**src/rtl/cu_pkg.sv**
```systemverilog
// Shared encodings for the multicycle control unit: opcodes, FSM states,
// bus selects and ALU operation codes, plus small opcode classifiers.
package cu_pkg;

    typedef logic [3:0] state_t;
    typedef logic [3:0] opcode_t;

    localparam opcode_t OP_NOP = 4'h0;
    localparam opcode_t OP_LDI = 4'h1;
    localparam opcode_t OP_LD  = 4'h2;
    localparam opcode_t OP_ST  = 4'h3;
    localparam opcode_t OP_ADD = 4'h4;
    localparam opcode_t OP_SUB = 4'h5;
    localparam opcode_t OP_AND = 4'h6;
    localparam opcode_t OP_OR  = 4'h7;
    localparam opcode_t OP_INC = 4'h8;
    localparam opcode_t OP_DEC = 4'h9;
    localparam opcode_t OP_NOT = 4'hA;
    localparam opcode_t OP_JMP = 4'hB;
    localparam opcode_t OP_BEQ = 4'hC;
    localparam opcode_t OP_BNE = 4'hD;
    localparam opcode_t OP_BMI = 4'hE;
    localparam opcode_t OP_HLT = 4'hF;

    // F0 must stay at zero so the debug state reads 0 while reset is held.
    localparam state_t ST_F0    = 4'd0;
    localparam state_t ST_F1    = 4'd1;
    localparam state_t ST_F2    = 4'd2;
    localparam state_t ST_DEC   = 4'd3;
    localparam state_t ST_O0    = 4'd4;
    localparam state_t ST_O1    = 4'd5;
    localparam state_t ST_O2    = 4'd6;
    localparam state_t ST_M0    = 4'd7;
    localparam state_t ST_EXEC  = 4'd8;
    localparam state_t ST_HALT  = 4'd9;
    localparam state_t ST_FAULT = 4'd10;

    localparam logic [2:0] BUS1_PC   = 3'd0;
    localparam logic [1:0] BUS2_ALU  = 2'd0;
    localparam logic [1:0] BUS2_BUS1 = 2'd1;
    localparam logic [1:0] BUS2_MEM  = 2'd2;

    localparam logic [3:0] ALU_ADD = 4'd0;
    localparam logic [3:0] ALU_SUB = 4'd1;
    localparam logic [3:0] ALU_AND = 4'd5;
    localparam logic [3:0] ALU_OR  = 4'd6;
    localparam logic [3:0] ALU_NOT = 4'd8;
    localparam logic [3:0] ALU_INC = 4'd9;
    localparam logic [3:0] ALU_DEC = 4'd10;

    function automatic logic [3:0] aluSelFor(input opcode_t op);
        logic [3:0] sel;
        sel = ALU_ADD;
        case (op)
            OP_SUB:  sel = ALU_SUB;
            OP_AND:  sel = ALU_AND;
            OP_OR:   sel = ALU_OR;
            OP_INC:  sel = ALU_INC;
            OP_DEC:  sel = ALU_DEC;
            OP_NOT:  sel = ALU_NOT;
            default: sel = ALU_ADD;
        endcase
        return sel;
    endfunction

    function automatic logic isAluOp(input opcode_t op);
        return (op >= OP_ADD) && (op <= OP_NOT);
    endfunction

    function automatic logic usesRegister(input opcode_t op);
        return (op >= OP_LDI) && (op <= OP_NOT);
    endfunction

    function automatic logic isWaitState(input state_t st);
        return (st == ST_F2) || (st == ST_O2) || (st == ST_M0);
    endfunction

endpackage

```
**src/rtl/cu_wait_timer.sv**
```systemverilog
// Memory wait timer: counts stalled cycles in a memory-access state and
// flags a timeout on the stalled cycle at which the count reaches WAIT_MAX-1.
module cu_wait_timer #(
    parameter int WAIT_MAX = 8
) (
    input  logic clock,
    input  logic reset,
    input  logic i_clear,
    input  logic i_active,
    input  logic i_ready,
    output logic o_timeout
);

    localparam int CW = $clog2(WAIT_MAX) + 1;
    localparam logic [CW-1:0] LAST = CW'(WAIT_MAX - 1);

    logic [CW-1:0] r_count;
    logic [CW-1:0] w_countInc;
    logic          w_stall;

    assign w_stall    = i_active && !i_ready;
    assign w_countInc = r_count + CW'(1);
    assign o_timeout  = w_stall && (w_countInc == LAST);

    // Clearing wins over counting so a back-to-back O2->M0 hand-off restarts at zero.
    always_ff @(posedge clock or posedge reset) begin
        if (reset) begin
            r_count <= '0;
        end else if (i_clear) begin
            r_count <= '0;
        end else if (w_stall) begin
            r_count <= w_countInc;
        end
    end

endmodule

```
**src/rtl/multicycle_control_unit.sv**
```systemverilog
// Multicycle control unit: fetch / decode / operand / memory / execute FSM.
// Define CU_COND_BRANCH_EN to enable BEQ/BNE/BMI; otherwise they are two-byte NOPs.
module multicycle_control_unit
    import cu_pkg::*;
#(
    parameter int NREG     = 2,
    parameter int WAIT_MAX = 8
) (
    input  logic            clock,
    input  logic            reset,
    input  logic [7:0]      ir,
    input  logic [3:0]      ccr,
    input  logic            mem_ready,
    output logic            ir_load,
    output logic            mar_load,
    output logic            pc_load,
    output logic            pc_inc,
    output logic [NREG-1:0] reg_load,
    output logic [2:0]      bus1_sel,
    output logic [1:0]      bus2_sel,
    output logic [3:0]      alu_sel,
    output logic            ccr_load,
    output logic            write,
    output logic            mem_req,
    output logic            halted,
    output logic            fault,
    output logic [3:0]      state_o
);

    localparam logic [2:0] NREG_L = 3'(NREG);

    state_t          r_state;
    state_t          w_nextState;
    opcode_t         w_op;
    logic [1:0]      w_r;
    logic [NREG-1:0] w_regOneHot;
    logic [2:0]      w_regBus1;
    logic            w_regValid;
    logic            w_branchTaken;
    logic            w_waitActive;
    logic            w_waitClear;
    logic            w_timeout;
    logic            w_unusedBits;

    assign w_op       = ir[7:4];
    assign w_r        = ir[1:0];
    assign w_regValid = ({1'b0, w_r} < NREG_L);
    assign w_regBus1  = {1'b0, w_r} + 3'd1;

    always_comb begin
        for (int k = 0; k < NREG; k++) begin
            w_regOneHot[k] = (w_r == 2'(k));
        end
    end

    // ccr is {N,Z,V,C}; only N and Z steer branches.
    always_comb begin
        w_branchTaken = 1'b0;
        case (w_op)
            OP_JMP:  w_branchTaken = 1'b1;
`ifdef CU_COND_BRANCH_EN
            OP_BEQ:  w_branchTaken = ccr[2];
            OP_BNE:  w_branchTaken = !ccr[2];
            OP_BMI:  w_branchTaken = ccr[3];
`endif
            default: w_branchTaken = 1'b0;
        endcase
    end

`ifdef CU_COND_BRANCH_EN
    assign w_unusedBits = ^{ir[3:2], ccr[1:0]};
`else
    assign w_unusedBits = ^{ir[3:2], ccr};
`endif

    assign w_waitActive = isWaitState(r_state);
    assign w_waitClear  = isWaitState(w_nextState) && (w_nextState != r_state);

    cu_wait_timer #(
        .WAIT_MAX(WAIT_MAX)
    ) u_waitTimer (
        .clock    (clock),
        .reset    (reset),
        .i_clear  (w_waitClear),
        .i_active (w_waitActive),
        .i_ready  (mem_ready),
        .o_timeout(w_timeout)
    );

    always_ff @(posedge clock or posedge reset) begin
        if (reset) begin
            r_state <= ST_F0;
        end else begin
            r_state <= w_nextState;
        end
    end

    always_comb begin
        w_nextState = r_state;
        case (r_state)
            ST_F0: w_nextState = ST_F1;
            ST_F1: w_nextState = ST_F2;
            ST_F2: begin
                if (mem_ready) begin
                    w_nextState = ST_DEC;
                end else if (w_timeout) begin
                    w_nextState = ST_FAULT;
                end
            end
            // An out-of-range register index must never reach a datapath load.
            ST_DEC: begin
                if (w_op == OP_NOP) begin
                    w_nextState = ST_F0;
                end else if (w_op == OP_HLT) begin
                    w_nextState = ST_HALT;
                end else if (usesRegister(w_op) && !w_regValid) begin
                    w_nextState = ST_FAULT;
                end else if (isAluOp(w_op)) begin
                    w_nextState = ST_EXEC;
                end else begin
                    w_nextState = ST_O0;
                end
            end
            ST_O0: w_nextState = ST_O1;
            ST_O1: w_nextState = ST_O2;
            ST_O2: begin
                if (mem_ready) begin
                    w_nextState = ((w_op == OP_LD) || (w_op == OP_ST)) ? ST_M0 : ST_F0;
                end else if (w_timeout) begin
                    w_nextState = ST_FAULT;
                end
            end
            ST_M0: begin
                if (mem_ready) begin
                    w_nextState = ST_F0;
                end else if (w_timeout) begin
                    w_nextState = ST_FAULT;
                end
            end
            ST_EXEC:  w_nextState = ST_F0;
            ST_HALT:  w_nextState = ST_HALT;
            ST_FAULT: w_nextState = ST_FAULT;
            default:  w_nextState = ST_FAULT;
        endcase
    end

    // Reset forces every control line low even though F0 normally drives mar_load.
    always_comb begin
        ir_load  = 1'b0;
        mar_load = 1'b0;
        pc_load  = 1'b0;
        pc_inc   = 1'b0;
        reg_load = '0;
        bus1_sel = BUS1_PC;
        bus2_sel = BUS2_ALU;
        alu_sel  = ALU_ADD;
        ccr_load = 1'b0;
        write    = 1'b0;
        mem_req  = 1'b0;
        halted   = 1'b0;
        fault    = 1'b0;
        if (!reset) begin
            case (r_state)
                ST_F0, ST_O0: mar_load = 1'b1;
                ST_F1, ST_O1: pc_inc = 1'b1;
                ST_F2: begin
                    mem_req  = 1'b1;
                    bus2_sel = BUS2_MEM;
                    ir_load  = mem_ready;
                end
                ST_O2: begin
                    mem_req  = 1'b1;
                    bus2_sel = BUS2_MEM;
                    if (mem_ready) begin
                        case (w_op)
                            OP_LDI:       reg_load = w_regOneHot;
                            OP_LD, OP_ST: mar_load = 1'b1;
                            default:      pc_load  = w_branchTaken;
                        endcase
                    end
                end
                ST_M0: begin
                    mem_req = 1'b1;
                    if (w_op == OP_ST) begin
                        bus1_sel = w_regBus1;
                        bus2_sel = BUS2_BUS1;
                        write    = 1'b1;
                    end else begin
                        bus2_sel = BUS2_MEM;
                        reg_load = mem_ready ? w_regOneHot : '0;
                    end
                end
                ST_EXEC: begin
                    bus1_sel = w_regBus1;
                    bus2_sel = BUS2_ALU;
                    reg_load = w_regOneHot;
                    ccr_load = 1'b1;
                    alu_sel  = aluSelFor(w_op);
                end
                ST_HALT:  halted = 1'b1;
                ST_FAULT: fault  = 1'b1;
                default: begin
                end
            endcase
        end
    end

    assign state_o = r_state;

endmodule
```
**config.mk**
```make
export PLATFORM = sky130hd
export DESIGN_NAME = multicycle_control_unit
export DESIGN_NICKNAME = d
export VERILOG_FILES = /design/src/rtl/cu_pkg.sv /design/src/rtl/cu_wait_timer.sv /design/src/rtl/multicycle_control_unit.sv
export SDC_FILE = /design/constraint.sdc
export NUM_CORES = 1
export LEC_CHECK = 0
export ABC_AREA = 1
export BUFFER_PORTS_ARGS = -buffer_cell sky130_fd_sc_hd__buf_4
export CORE_MARGIN = 3
export CORE_UTILIZATION = 53
export CTS_CLUSTER_DIAMETER = 50
export CTS_CLUSTER_SIZE = 20
export DETAILED_ROUTE_END_ITERATION = 6
export PLACE_DENSITY = 0.9
export SYNTH_ARGS = -nofsm -noshare
export SYNTH_HDL_FRONTEND = slang
export SYNTH_HIERARCHICAL = 1
export SYNTH_SLANG_ARGS = --single-unit
```
**constraint.sdc**
```tcl
create_clock -name clock -period 5.2 [get_ports clock]
set_clock_uncertainty 0.2 [all_clocks]
set_input_delay 0.52 -clock clock [delete_from_list [all_inputs] [get_ports clock]]
set_output_delay 0.52 -clock clock [all_outputs]
set_load 0.02 [all_outputs]
```
* Word-level counts from Yosys, hierarchy flattened
Cells that the tools add are included.
** Operators by class
- Magnitude comparators :: 4
- $add $sub $neg :: 2
- Equality and inequality tests :: 27
- Reductions and logical operators :: 23
- Muxes and demuxes :: 51
** Operators with widths (number)
- 4-bit 2-to-1 mux :: 12
- 4-bit by 3-bit equality test with 1-bit output, second input constant :: 10
- 4-bit case mux with 10 select lines :: 1
- 4-bit equality test, second input constant :: 8
- 4-bit case mux with 6 select lines :: 1
- 1-bit 2-to-1 mux :: 23
- 4-bit by 2-bit equality test with 1-bit output, second input constant :: 5
- 2-bit 2-to-1 mux :: 7
- 3-bit 2-to-1 mux :: 3
- 4-bit by 1-bit equality test with 1-bit output, second input constant :: 2
- 4-bit zero test :: 2
- 2-bit OR reduction :: 4
- 1-bit logical AND :: 6
- 2-bit case mux with 3 select lines :: 1
- 3-bit case mux with 2 select lines :: 1
- 3-bit OR reduction :: 2
- 1-bit logical OR :: 5
- 4-bit by 1-bit adder with 4-bit output, second input constant :: 1
- 4-bit by 1-bit greater-or-equal comparator with 1-bit output, second input constant :: 1
- 4-bit by 3-bit greater-or-equal comparator with 1-bit output, second input constant :: 1
- 4-bit <= comparator, second input constant :: 1
- 4-bit inequality test :: 1
- 2-bit case mux with 2 select lines :: 1
- 2-bit by 1-bit adder with 3-bit output, second input constant :: 1
- 6 further kinds :: 7
** Storage, ports and cells
- Register bits after elaboration :: 8
- Input bits :: 15
- Word-level logic and storage cells :: 109
- Output and inout bits :: 24

* Longest topological paths before layout
Gate-level depths: netlist of the first run.
- Word-level depth :: 13
- Mapped depth :: 24
- Mapped depth without buffers :: 24

* By module
Netlist of the first run, hierarchy kept.
** By module, submodules not included
- multicycle_control_unit :: area an instance 780.7 µm², cells each 144, instances 1
- cu_wait_timer :: area an instance 285.3 µm², cells each 40, instances 1

* Worst setup path after synthesis of the first run
Ideal clock, no wire load.
- Path kind :: input-to-output
- From :: input reset
- To :: output alu_sel[2]
- Data required time :: 4.480 ns
- Slack :: 2.348 ns
- Arrival time :: 2.132 ns
- Stages :: 6
- Path through :: buf_2 > inv_1 > nand3_1 > nor2_1 > inv_1 > nor4_1
** Between the ends
- Word-level cells in the longest chain between the ends :: 1
** Ends and longest elaborated chain
- from (decl) :: RTL line multicycle_control_unit.sv:10 : input logic reset,
- 4-bit 2-to-1 mux :: RTL line multicycle_control_unit.sv:162 : if (!reset) begin
- to (decl) :: RTL line multicycle_control_unit.sv:21 : output logic [3:0] alu_sel,
No other way between the ends.

* Final worst setup path of the first run
- From :: register r_state[0], in the netlist state_o[0]
- To :: register u_waitTimer.r_count[1]
** Between the ends
- Word-level cells in the longest chain between the ends :: 13
- Elaborated cells between the ends (all ways) :: 28
- Classes of those cells :: eq/ne: 13; mux: 6; reduce/logical: 9
** Ends and longest elaborated chain
- from (decl) :: RTL line multicycle_control_unit.sv:32 : state_t r_state;
- from (signal assigned) :: RTL line multicycle_control_unit.sv:94 : r_state <= w_nextState;
- 4-bit by 2-bit equality test with 1-bit output or 4-bit by 3-bit equality test with 1-bit output (tied branches) :: RTL line cu_pkg.sv:75 : return (st == ST_F2) || (st == ST_O2) || (st == ST_M0);
- 1-bit logical OR :: RTL line cu_pkg.sv:75
- 1-bit logical OR * :: RTL line cu_pkg.sv:75
- net w_waitActive :: RTL line multicycle_control_unit.sv:40 : logic w_waitActive;
- 1-bit logical AND * :: RTL line cu_wait_timer.sv:21 : assign w_stall = i_active && !i_ready;
- 1-bit logical AND * :: RTL line cu_wait_timer.sv:23 : assign o_timeout = w_stall && (w_countInc == LAST);
- net w_timeout :: RTL line multicycle_control_unit.sv:42 : logic w_timeout;
- 4-bit 2-to-1 mux * :: RTL line multicycle_control_unit.sv:106, multicycle_control_unit.sv:129, multicycle_control_unit.sv:136
- 4-bit 2-to-1 mux, on equally long branches :: RTL line multicycle_control_unit.sv:134, multicycle_control_unit.sv:104, multicycle_control_unit.sv:127
- 4-bit case mux with 10 select lines * :: RTL line multicycle_control_unit.sv:100 : case (r_state)
- net w_nextState[0] :: RTL line multicycle_control_unit.sv:33 : state_t w_nextState;
- 4-bit by 2-bit equality test with 1-bit output or 4-bit by 3-bit equality test with 1-bit output (tied branches) :: RTL line cu_pkg.sv:75
- 1-bit logical OR (2 in series) :: RTL line cu_pkg.sv:75
- 1-bit logical AND * :: RTL line multicycle_control_unit.sv:77 : assign w_waitClear = isWaitState(w_nextState) && (w_nextState != r_state);
- net w_waitClear :: RTL line multicycle_control_unit.sv:41 : logic w_waitClear;
- 4-bit 2-to-1 mux or 2-bit nonzero test (tied branches)
- to (signal assigned) :: RTL line cu_wait_timer.sv:32 : r_count <= w_countInc;
- to (decl) :: RTL line cu_wait_timer.sv:17 : logic [CW-1:0] r_count;
Mark *: on every way through the listed nets, which the timed path passes. The rest lies on a longest branch.
A chain may end at the register's enable or synchronous reset.

==> results of run 1 <==
==> cells in the final DEF, fill, tap and decap left out <==
master	instances
nor4_1	2
nand3_1	9
ha_1	5
nand4_1	5
inv_4	1
dfrtp_1	8
o22ai_1	1
nor4b_2	1
a31oi_1	2
a21oi_1	8
nor3_2	1
nor2_2	7
buf_4	32
nand2_1	55
inv_1	21
nor2_1	26
clkbuf_4	3
o21ai_0	2
o21ai_1	3
a21oi_2	1
nor3b_1	1
nor3_1	5
nor2_4	1
inv_2	6
nand2_2	6
and2_1	1
nand3_2	3
nand2_4	1
a211oi_1	1
==> worst max-delay path by stage <==
stage,depth (start not counted),end,slack [ns],start
3_5_place_dp,24,u_waitTimer/r_count[1],2.33,state_o[3]
2_1_floorplan,6,alu_sel[2],2.35,reset
5_1_grt,24,u_waitTimer/r_count[1],1.91,state_o[0]
3_3_place_gp,24,u_waitTimer/r_count[1],2.38,state_o[0]
6_report,24,u_waitTimer/r_count[1],2.25,state_o[0]
4_1_cts,24,u_waitTimer/r_count[1],2.27,state_o[3]
==> state kept, by name, indices dropped and copies added, names as in the netlist <==
signal               cells
state_o                  4
u_waitTimer/r_count      4
==> layout make-up <==
cell class	count	area, sq um
clock buffer	3	22.5
fill	168	465
inverter	28	108
multi-input combinational	147	753
sequential	8	200
tap	25	31.3
timing repair buffer	32	240
==> report_power, final <==
group          switching, mW  internal [mW]  leakage [nW]  total, mW
Sequential            0.0391         0.0836         0.105      0.123
Combinational          0.296          0.152         0.615      0.449
Clock                 0.0192         0.0263        0.0138     0.0455
Total                  0.354          0.262         0.734      0.617
==> critical path, cell delays in order, from the launching register on <==
cell and delay (ns):
dfrtp_1 0.45, inv_2 0.13, nand2_1 0.10, inv_1 0.12, nand2_1 0.11, nand2_2 0.11
inv_1 0.04, nor2_1 0.17, nand3_2 0.10, nor2_2 0.11, inv_1 0.09, nand2_1 0.07
nor2_2 0.05, nor2_2 0.12, nand2_2 0.09, nand2_1 0.06, nand2_1 0.05, nand3_1 0.09
nor2_1 0.05, nor2_1 0.15, inv_1 0.09, nand2_2 0.11, inv_2 0.05, nand2_1 0.05
o21ai_1 0.07
==> per-layer routing <==
metal,global-route usage,part of all wire
met1,0.315,0.41
met2,0.476,0.52
met3,0.0350,0.052
met4,0.175,0.017
met5,0,0
==> logic make-up after synthesis <==
logic type               Yosys count
flip-flops                         8
buffers and inverters             29
adder cells (fa/ha/maj)            5
AND/OR/NAND/NOR                  124
AO/OA/AOI/OAI                     18
==> impl_metrics.tcl, run 1 <==
set metrics [dict create \
    status "finished, final reports clean" \
    synthCells 184 \
    cts_sinks 8 \
    grt_first_pass_wirelength_microns 5480 \
    antenna_found_initial 0 \
    cts_max_level 1 \
    cts_setup_buffers 0 \
    tightest_slew_ns 0.320 \
    synth_seq_area_share 0.188 \
    first_pass_iters 4 \
    finalSetupViolations 0 \
    synthAdderAreaFrac 0.0587 \
    die_x_microns 50.9 \
    synth_edf_count 0 \
    synthArstFlopShare 1.00 \
    ioPinCount 39 \
    cts_inserted_buffers 3 \
    ys_top_cells_by_count "nand2_1, nor2_1, inv_1" \
    wirelength_microns 3070 \
    clock_latency_ns 0.25 \
    place_area_sq_mm 0.00133 \
    place.port_buffers 32 \
    floorplan.core_area_sq_mm 0.00182 \
    synth.most_common_cell "nand2_1" \
    gp_congestion 0.945 \
    place_ws_ns 2.33 \
    antenna_cells 0 \
    gr-usage-all-layers 0.274 \
    area_delta_synth_final_pct 27.1 \
    synth_compound_area_frac 0.0939 \
    cts_resized 0 \
    synth_top_cell_by_area "nand2_1" \
    synth_top_area_share 0.194 \
    grt_pass1_vias 1345 \
    power.total_uw 617 \
    start_kind "register" \
    ys.flop_type "dfrtp_1" \
    fin_nets 240 \
    grt_max_degree 12 \
    overflow 0 \
    p_per_area_mw_per_mm2 455 \
    post-route-util 0.744 \
    synth_cell_types 28 \
    ant_nets 0 \
    cap_viol_max_count 0 \
    timing.final.hold_violations 0 \
    route.detailed.drc 0 \
    critPathKind "reg -> reg" \
    synth_xor_xnor_area_share 0 \
    crit-reg2reg-launch "state_o[0]" \
    cts.clk_slew.worst_paths_ns 0.05 \
    ctsHoldBuffers 0 \
    rsz0062_at_grt "no" \
    place_inst 240 \
    initial_core_util 0.586 \
    end_kind "register" \
    ys.warnings.count 6 \
    hold_path_class "in -> async" \
    p_leak_nw 0.734 \
    ir_drop_uv 435 \
    viasPerCell 5.35 \
    crit_path_max_fanout 6 \
    synth_seq_cells 8 \
    setup_ws_ns 2.25 \
    syn_area_per_cell_sq_um 5.79 \
    vias 1300 \
    relSlewSlack 0.786 \
    r2r-end "u_waitTimer/r_count[1]" \
    clockBufferDepth 2 \
    maxSlewViolCount 0 \
    rrSetupSlack_ns 2.25 \
    drive_gt1_frac 0.289 \
    muxShareOfSynthArea 0 \
    wl_per_cell_microns 12.6 \
    fin_setup_tns_ns 0 \
    fin_crit_ns 2.95 \
    dieArea_sq_mm 0.00259 \
    synth_top_family_by_area "simple AND/OR/NAND/NOR gates" \
    first_iter_violations 42 \
    cts_tree "done" \
    num_rows 15 \
    min_period_over_period 0.567 \
    instances_no_fill 243 \
    cts-root-buf "clkbuf_4" \
    critical_path_required_ns 5.13 \
    die_y_microns 50.9 \
    final_area_sq_mm 0.00136 \
    syn_nets 204 \
    synth_top_cells_by_area "nand2_1, dfrtp_1, nor2_1" \
    worst-r2r-cell-count 24 \
    yosys.area_share.simple 0.554 \
    hold_ws_ns 0.0292 \
    fmax_mhz 339 \
    netlist_area_sq_mm 0.00107 \
    cp.arrival_ns 2.88 \
    place_hpwl_microns 2570 \
]
Note: power is estimated with default switching activity, not from simulation.
==> inputs of run 2 (changes only) <==
--- a/config.mk
+++ b/config.mk
@@ -5,14 +5,14 @@
 export SDC_FILE = /design/constraint.sdc
 export NUM_CORES = 1
 export LEC_CHECK = 0
-export ABC_AREA = 1
+export ABC_AREA = 0
 export BUFFER_PORTS_ARGS = -buffer_cell sky130_fd_sc_hd__buf_4
 export CORE_MARGIN = 3
-export CORE_UTILIZATION = 53
+export CORE_UTILIZATION = 50
 export CTS_CLUSTER_DIAMETER = 50
 export CTS_CLUSTER_SIZE = 20
 export DETAILED_ROUTE_END_ITERATION = 6
-export PLACE_DENSITY = 0.9
+export PLACE_DENSITY = 0.85
 export SYNTH_ARGS = -nofsm -noshare
 export SYNTH_HDL_FRONTEND = slang
 export SYNTH_HIERARCHICAL = 1
==> constraint.sdc (replaced) <==
create_clock -name clock -period 3.1 [get_ports clock]
set_clock_uncertainty 0.2 [all_clocks]
set_input_delay 0.31 -clock clock [delete_from_list [all_inputs] [get_ports clock]]
set_output_delay 0.31 -clock clock [all_outputs]
set_load 0.02 [all_outputs]
==> run 2 against run 1 <==
Register-to-register slack worse by 2.0 ns. Hold slack better by 0.31 ns. Fmax is 5.1% higher. Die area is 7.8% higher. Critical endpoint unchanged. Via count is 8.9% lower. Synthesized cell count is 22% lower. Largest power group is now registers.
==> impl_metrics.tcl, run 2 <==
set metrics [dict create \
    synth_cell_types 54 \
    cell_internal_pwr_uw 168 \
    ant_nets 0 \
    busiest_layer "met2" \
    critical_path_required_ns 3.01 \
    final-seq-area_sq_um 200 \
    critPathKind "reg -> reg" \
    die_x_microns 52.8 \
    drive_gt1_frac 0.283 \
    fin_setup_tns_ns 0 \
    dieArea_sq_mm 0.00279 \
    switching_power_uw 60.0 \
    synthCells 144 \
    die_y_microns 52.8 \
    multiInputGateArea_sq_um 801 \
    cts.clk_slew.worst_paths_ns 0.05 \
    crit_path_max_fanout 4 \
    tightest_slew_ns 0.445 \
    layout_common_cells "buf_4, nor2_1, inv_1" \
    crit_path_max_incr_delay_ns 0.49 \
    power_frac_seq 0.458 \
    gr-usage-all-layers 0.219 \
    ys.flop_type "dfrtp_1" \
    place.port_buffers 32 \
    synth_seq_area_share 0.183 \
    cpMostUsedCell "nor2_1" \
    antenna_found_initial 0 \
    finalSetupViolations 0 \
    synth.most_common_cell "nor2_1" \
    wl_per_cell_microns 14.0 \
    timing.final.hold_violations 0 \
    fin_nets 195 \
    rrSetupSlack_ns 0.29 \
    place_inst 196 \
    syn_area_per_cell_sq_um 7.60 \
    grtUsageMet1 0.305 \
    clock_latency_ns 0.25 \
    path_cells "nor2b_1, nor2_1, and2b_1, nand3_1, nor2_1, nor2_1, a32oi_2, o221ai_1, a2111oi_4, a211oi_1" \
    ir_drop_uv 337 \
    cts_inserted_buffers 3 \
    ys_top_cells_by_count "nor2_1, inv_1, dfrtp_1, nand2_1" \
    route.detailed.drc 0 \
    gp_congestion 0.792 \
    first_pass_iters 4 \
    hold_path_class "in -> reg" \
    synth_seq_cells 8 \
    cts-root-buf "clkbuf_4" \
    initial_core_util 0.541 \
    synthArstFlopShare 1.00 \
    grt_first_pass_wirelength_microns 4690 \
    first_iter_violations 29 \
    antenna_cells 0 \
    post-route-util 0.682 \
    netlist_area_sq_mm 0.00109 \
    clockBufferDepth 2 \
    p_leak_nw 0.612 \
    end_kind "register" \
    synth_edf_count 0 \
    maxSlewViolCount 0 \
    min_period_over_period 0.905 \
    relSlewSlack 0.699 \
    overflow 0 \
    rsz0062_at_grt "no" \
    synth_top_cells_by_area "dfrtp_1, ha_1, nor2_1" \
    cts_resized 0 \
    viasPerCell 5.92 \
    ioPinCount 39 \
    fin_crit_ns 2.81 \
    num_rows 16 \
    synth_top_cell_by_area "dfrtp_1" \
    p_clk_frac 0.330 \
    cp.arrival_ns 2.72 \
    fmax_mhz 356 \
    grt_max_degree 19 \
    grt_use_met3 0.0456 \
    swShare 0.263 \
    critical_path.top_delay_family "simple AND/OR/NAND/NOR gates" \
    comb_power_share 0.212 \
    ys.warnings.count 6 \
    final_common_cell "buf_4" \
    floorplan.core_area_sq_mm 0.00202 \
    cts_max_level 1 \
    syn_nets 164 \
    vias 1184 \
    critPathBufInv 0 \
    grt_pass1_vias 1044 \
    fill_cells 161 \
    cts_tree "done" \
    start_kind "register" \
    cts_sinks 8 \
    slowest_stage "a2111oi_4" \
    synth_top_area_share 0.183 \
    area_delta_synth_final_pct 25.9 \
    p_per_area_mw_per_mm2 166 \
    instances_no_fill 200 \
    place_hpwl_microns 2110 \
    wirelength_microns 2810 \
    cap_viol_max_count 0 \
    status "finished, final reports clean" \
    met2_usage 0.368 \
]
run 2: cell count changes in the layout (fill, tap and decap cells not counted), moves of 5 or more:
cell      change
nor2_1       -12
nor2b_1       +6
inv_2         -5
nor2_2        -7
inv_1        -11
o21ai_0       +5
nand2_2       -5
nand4_1       -5
nand2_1      -47
nand3_1       -6
nand2b_1      +6
run 2: cell type report:
| type | count | share of cell area |
|---|---|---|
| clock buffer | 3 | 0.0163 |
| sequential | 8 | 0.145 |
| multi-input combinational | 114 | 0.581 |
| timing repair buffer | 37 | 0.203 |
| tap | 27 | 0.0245 |
| inverter | 11 | 0.0299 |
run 2: cell families (layout without fill, tap and decap cells):
logic type,after synthesis,after routing,synth area share
AOI/OAI and AO/OA,29,29,0.214
and+or+nand+nor,74,74,0.409
xor gates and xnor gates,4,4,0.0320
DFF,8,8,0.183
adders and majority gates,5,5,0.0571
muxes,2,2,0.0194
buffers and inverters,22,51,0.0857
run 2: repair_timing:
action,in CTS,in global routing
hold endpoints to repair,8,0
hold buffers,1,0
buffers inserted,0,0
run 2: final timing paths:
kind | startpoint | endpoint | depth (start not counted)
worst max-delay path | state_o[0] | u_waitTimer/r_count[1] | 10
worst min-delay path | ir[4] | state_o[2] | 4
worst max register to register | state_o[0] | u_waitTimer/r_count[1] | 10
worst min register to register | u_waitTimer/r_count[3] | u_waitTimer/r_count[3] | 2
max in group asynchronous | reset | state_o[2] | 3
min in group asynchronous | reset | u_waitTimer/r_count[1] | 3
run 2: stage by stage:
stage	area (sq um)	setup WS (ns)	hold WS (ns)	total power [mW]
after floorplan	1090	0.349	-0.124	0.138
after global placement	1350	0.437	0.0828	0.151
after detailed placement	1350	0.340	0.0907	0.153
after CTS	1380	0.324	0.339	0.230
after global routing	1380	0.103	0.379	0.241
final	1380	0.294	0.341	0.228
run 2: power by group through the flow:
stage	Sequential, mW	Clock, mW	Combinational [mW]
4_1_cts	0.105	0.0775	0.0479
5_1_grt	0.104	0.0831	0.0538
3_3_place_gp	0.106	0	0.0447
3_5_place_dp	0.106	0	0.0470
6_report	0.105	0.0752	0.0483
2_1_floorplan	0.106	0	0.0313
run 2: worst min-delay path, cell delays in order:
cell,delay [ns]
buf_4,0.14
a21oi_1,0.08
nor2_1,0.08
o21ai_0,0.11
run 2: routing by layer:
| metal | share of wire | routed length [microns] | vias up |
|---|---|---|---|
| li1 | - | - | 584 |
| met1 | 0.43 | 1210 | 541 |
| met2 | 0.49 | 1370 | 57 |
| met3 | 0.078 | 218 | 2 |
| met4 | 0.0036 | 10 | 0 |
| met5 | 0 | 0 | - |
==> inputs of run 3 (changes only) <==
--- a/config.mk
+++ b/config.mk
@@ -5,14 +5,14 @@
 export SDC_FILE = /design/constraint.sdc
 export NUM_CORES = 1
 export LEC_CHECK = 0
-export ABC_AREA = 0
+export ABC_AREA = 1
 export BUFFER_PORTS_ARGS = -buffer_cell sky130_fd_sc_hd__buf_4
 export CORE_MARGIN = 3
-export CORE_UTILIZATION = 50
+export CORE_UTILIZATION = 49
 export CTS_CLUSTER_DIAMETER = 50
 export CTS_CLUSTER_SIZE = 20
 export DETAILED_ROUTE_END_ITERATION = 6
-export PLACE_DENSITY = 0.85
+export PLACE_DENSITY = 0.84
 export SYNTH_ARGS = -nofsm -noshare
 export SYNTH_HDL_FRONTEND = slang
 export SYNTH_HIERARCHICAL = 1
==> run 3 against run 2 <==
Setup slack worse by 0.13 ns. Flip-flop and latch count stayed put. Clock-buffer cell count stayed put. Sequential power is 100% higher. Global-route usage is 1.4 points higher. Highest routed layer unchanged. Via count is 12% higher. First-iteration DRC count is 66% higher. Final cell count is 23% higher. Largest power group is now combinational logic.
==> impl_metrics.tcl, run 3 (synthesis results as in run 1) <==
set metrics [dict create \
    grt_pass1_vias 1201 \
    crit_path_max_incr_delay_ns 0.48 \
    cts-root-buf "clkbuf_4" \
    vias 1323 \
    fmax_mhz 341 \
    ioPinCount 39 \
    critPathKind "reg -> reg" \
    floorplan.core_area_sq_mm 0.00200 \
    hold_path_class "in -> reg" \
    area_delta_synth_final_pct 29.0 \
    route.detailed.drc 0 \
    final_common_cell "nand2_1" \
    start_kind "register" \
    antenna_cells 0 \
    place_inst 242 \
    drive_gt1_frac 0.301 \
    first_iter_violations 48 \
    instances_no_fill 246 \
    overflow 0 \
    relSlewSlack 0.788 \
    timing.final.hold_violations 0 \
    tightest_slew_ns 0.318 \
    busiest_layer "met2" \
    clockBufferDepth 2 \
    die_y_microns 52.6 \
    cap_viol_max_count 0 \
    clock_latency_ns 0.26 \
    status "finished, final reports clean" \
    finalSetupViolations 0 \
    initial_core_util 0.532 \
    viasPerCell 5.38 \
    place_ws_ns 0.296 \
    critical_path.top_delay_family "simple AND/OR/NAND/NOR gates" \
    grtUsageMet1 0.312 \
    wirelength_microns 3070 \
    grt_use_met3 0.0456 \
    fill_cells 169 \
    maxSlewViolCount 0 \
    wl_per_cell_microns 12.5 \
    place_hpwl_microns 2460 \
    cts_max_level 1 \
    multiInputGateArea_sq_um 759 \
    cts_sinks 8 \
    cts_inserted_buffers 3 \
    p_leak_nw 0.738 \
    gr-usage-all-layers 0.233 \
    layout_common_cells "nand2_1, buf_4, nor2_1" \
    cts_setup_buffers 0 \
    dieArea_sq_mm 0.00277 \
    num_rows 16 \
    final-seq-area_sq_um 201 \
    cpMostUsedCell "nand2_1" \
    cts_tree "done" \
    ir_drop_uv 608 \
    min_period_over_period 0.946 \
    antenna_found_initial 0 \
    grt_max_degree 12 \
    grt_first_pass_wirelength_microns 4980 \
    critical_path_required_ns 3.07 \
    first_pass_iters 4 \
    slowest_stage "dfrtp_1" \
    gp_congestion 0.954 \
    path_cells "inv_4, nand2_4, nor2_4, inv_2, nand2_2, inv_1, nor2_1, nand3_2, nor2_2, inv_1, nand2_1, a21oi_1, nor2_2, nand3_1, nand2_1, nand2_1, nor2_1, nor2_2, inv_1, nand2_2, inv_2, nand2_1, o21ai_1" \
    crit_path_max_fanout 8 \
    end_kind "register" \
    critPathBufInv 6 \
    post-route-util 0.687 \
    ant_nets 0 \
    fin_crit_ns 2.93 \
    cts.clk_slew.worst_paths_ns 0.04 \
    p_per_area_mw_per_mm2 757 \
    fin_setup_tns_ns 0 \
    die_x_microns 52.6 \
    cp.arrival_ns 2.91 \
    place.port_buffers 32 \
    fin_nets 241 \
    met2_usage 0.380 \
    hold_ws_ns 0.232 \
    setup_ws_ns 0.167 \
]
[run 3: final cells by class]
cell class,count,area share
Clock buffer,3,0.0164
Inverter,28,0.0783
Multi-Input combinational cell,147,0.552
Sequential cell,8,0.146
Tap cell,27,0.0246
Timing Repair Buffer,33,0.182
[run 3: final timing paths]
kind	startpoint	to	slack, ns	depth (start not counted)
setup reg to reg	state_o[3]	u_waitTimer/r_count[1]	0.17	23
min in group asynchronous	reset	u_waitTimer/r_count[3]	0.37	3
hold reg to reg	u_waitTimer/r_count[3]	u_waitTimer/r_count[3]	0.34	2
max in group asynchronous	reset	state_o[0]	2.01	3
hold / removal	mem_ready	u_waitTimer/r_count[1]	0.23	4
setup / recovery	state_o[3]	u_waitTimer/r_count[1]	0.17	23
[run 3: report_power, final]
group,leakage (nW),switching (mW),internal [mW]
clock network,0.0138,0.0335,0.0442
registers,0.104,0.0689,0.142
logic,0.620,0.496,0.256
[run 3: repair_timing]
| action | CTS | global route |
|---|---|---|
| setup endpoints to repair | 0 | 1 |
| hold endpoints to repair | 8 | 0 |
| resized for setup | 0 | 3 |
| hold buffers | 1 | 0 |
[run 3: through the flow]
stage	total power [mW]	area [sq um]
after detailed placement	0.936	1340
after floorplan	0.734	1070
final	1.04	1380
after global routing	1.14	1380
after CTS	1.02	1370
after global placement	0.919	1340
[run 3: worst reg2reg max path, cell delays in order (launching register included)]
cell	delay, ns
dfrtp_1	0.48
inv_4	0.15
nand2_4	0.08
nor2_4	0.14
inv_2	0.08
nand2_2	0.10
inv_1	0.05
nor2_1	0.16
nand3_2	0.10
nor2_2	0.12
inv_1	0.11
nand2_1	0.07
a21oi_1	0.07
nor2_2	0.17
nand3_1	0.11
nand2_1	0.06
nand2_1	0.05
nor2_1	0.14
nor2_2	0.07
inv_1	0.09
nand2_2	0.09
inv_2	0.06
nand2_1	0.04
o21ai_1	0.08
[run 3: metal layers]
metal  part of all wire  up-vias  routed length, microns
met5                  0        -                       0
met4             0.0029        0                       9
met3              0.090        2                     277
met2               0.47       71                    1430
met1               0.44      588                    1350
li1                   -      662                       -
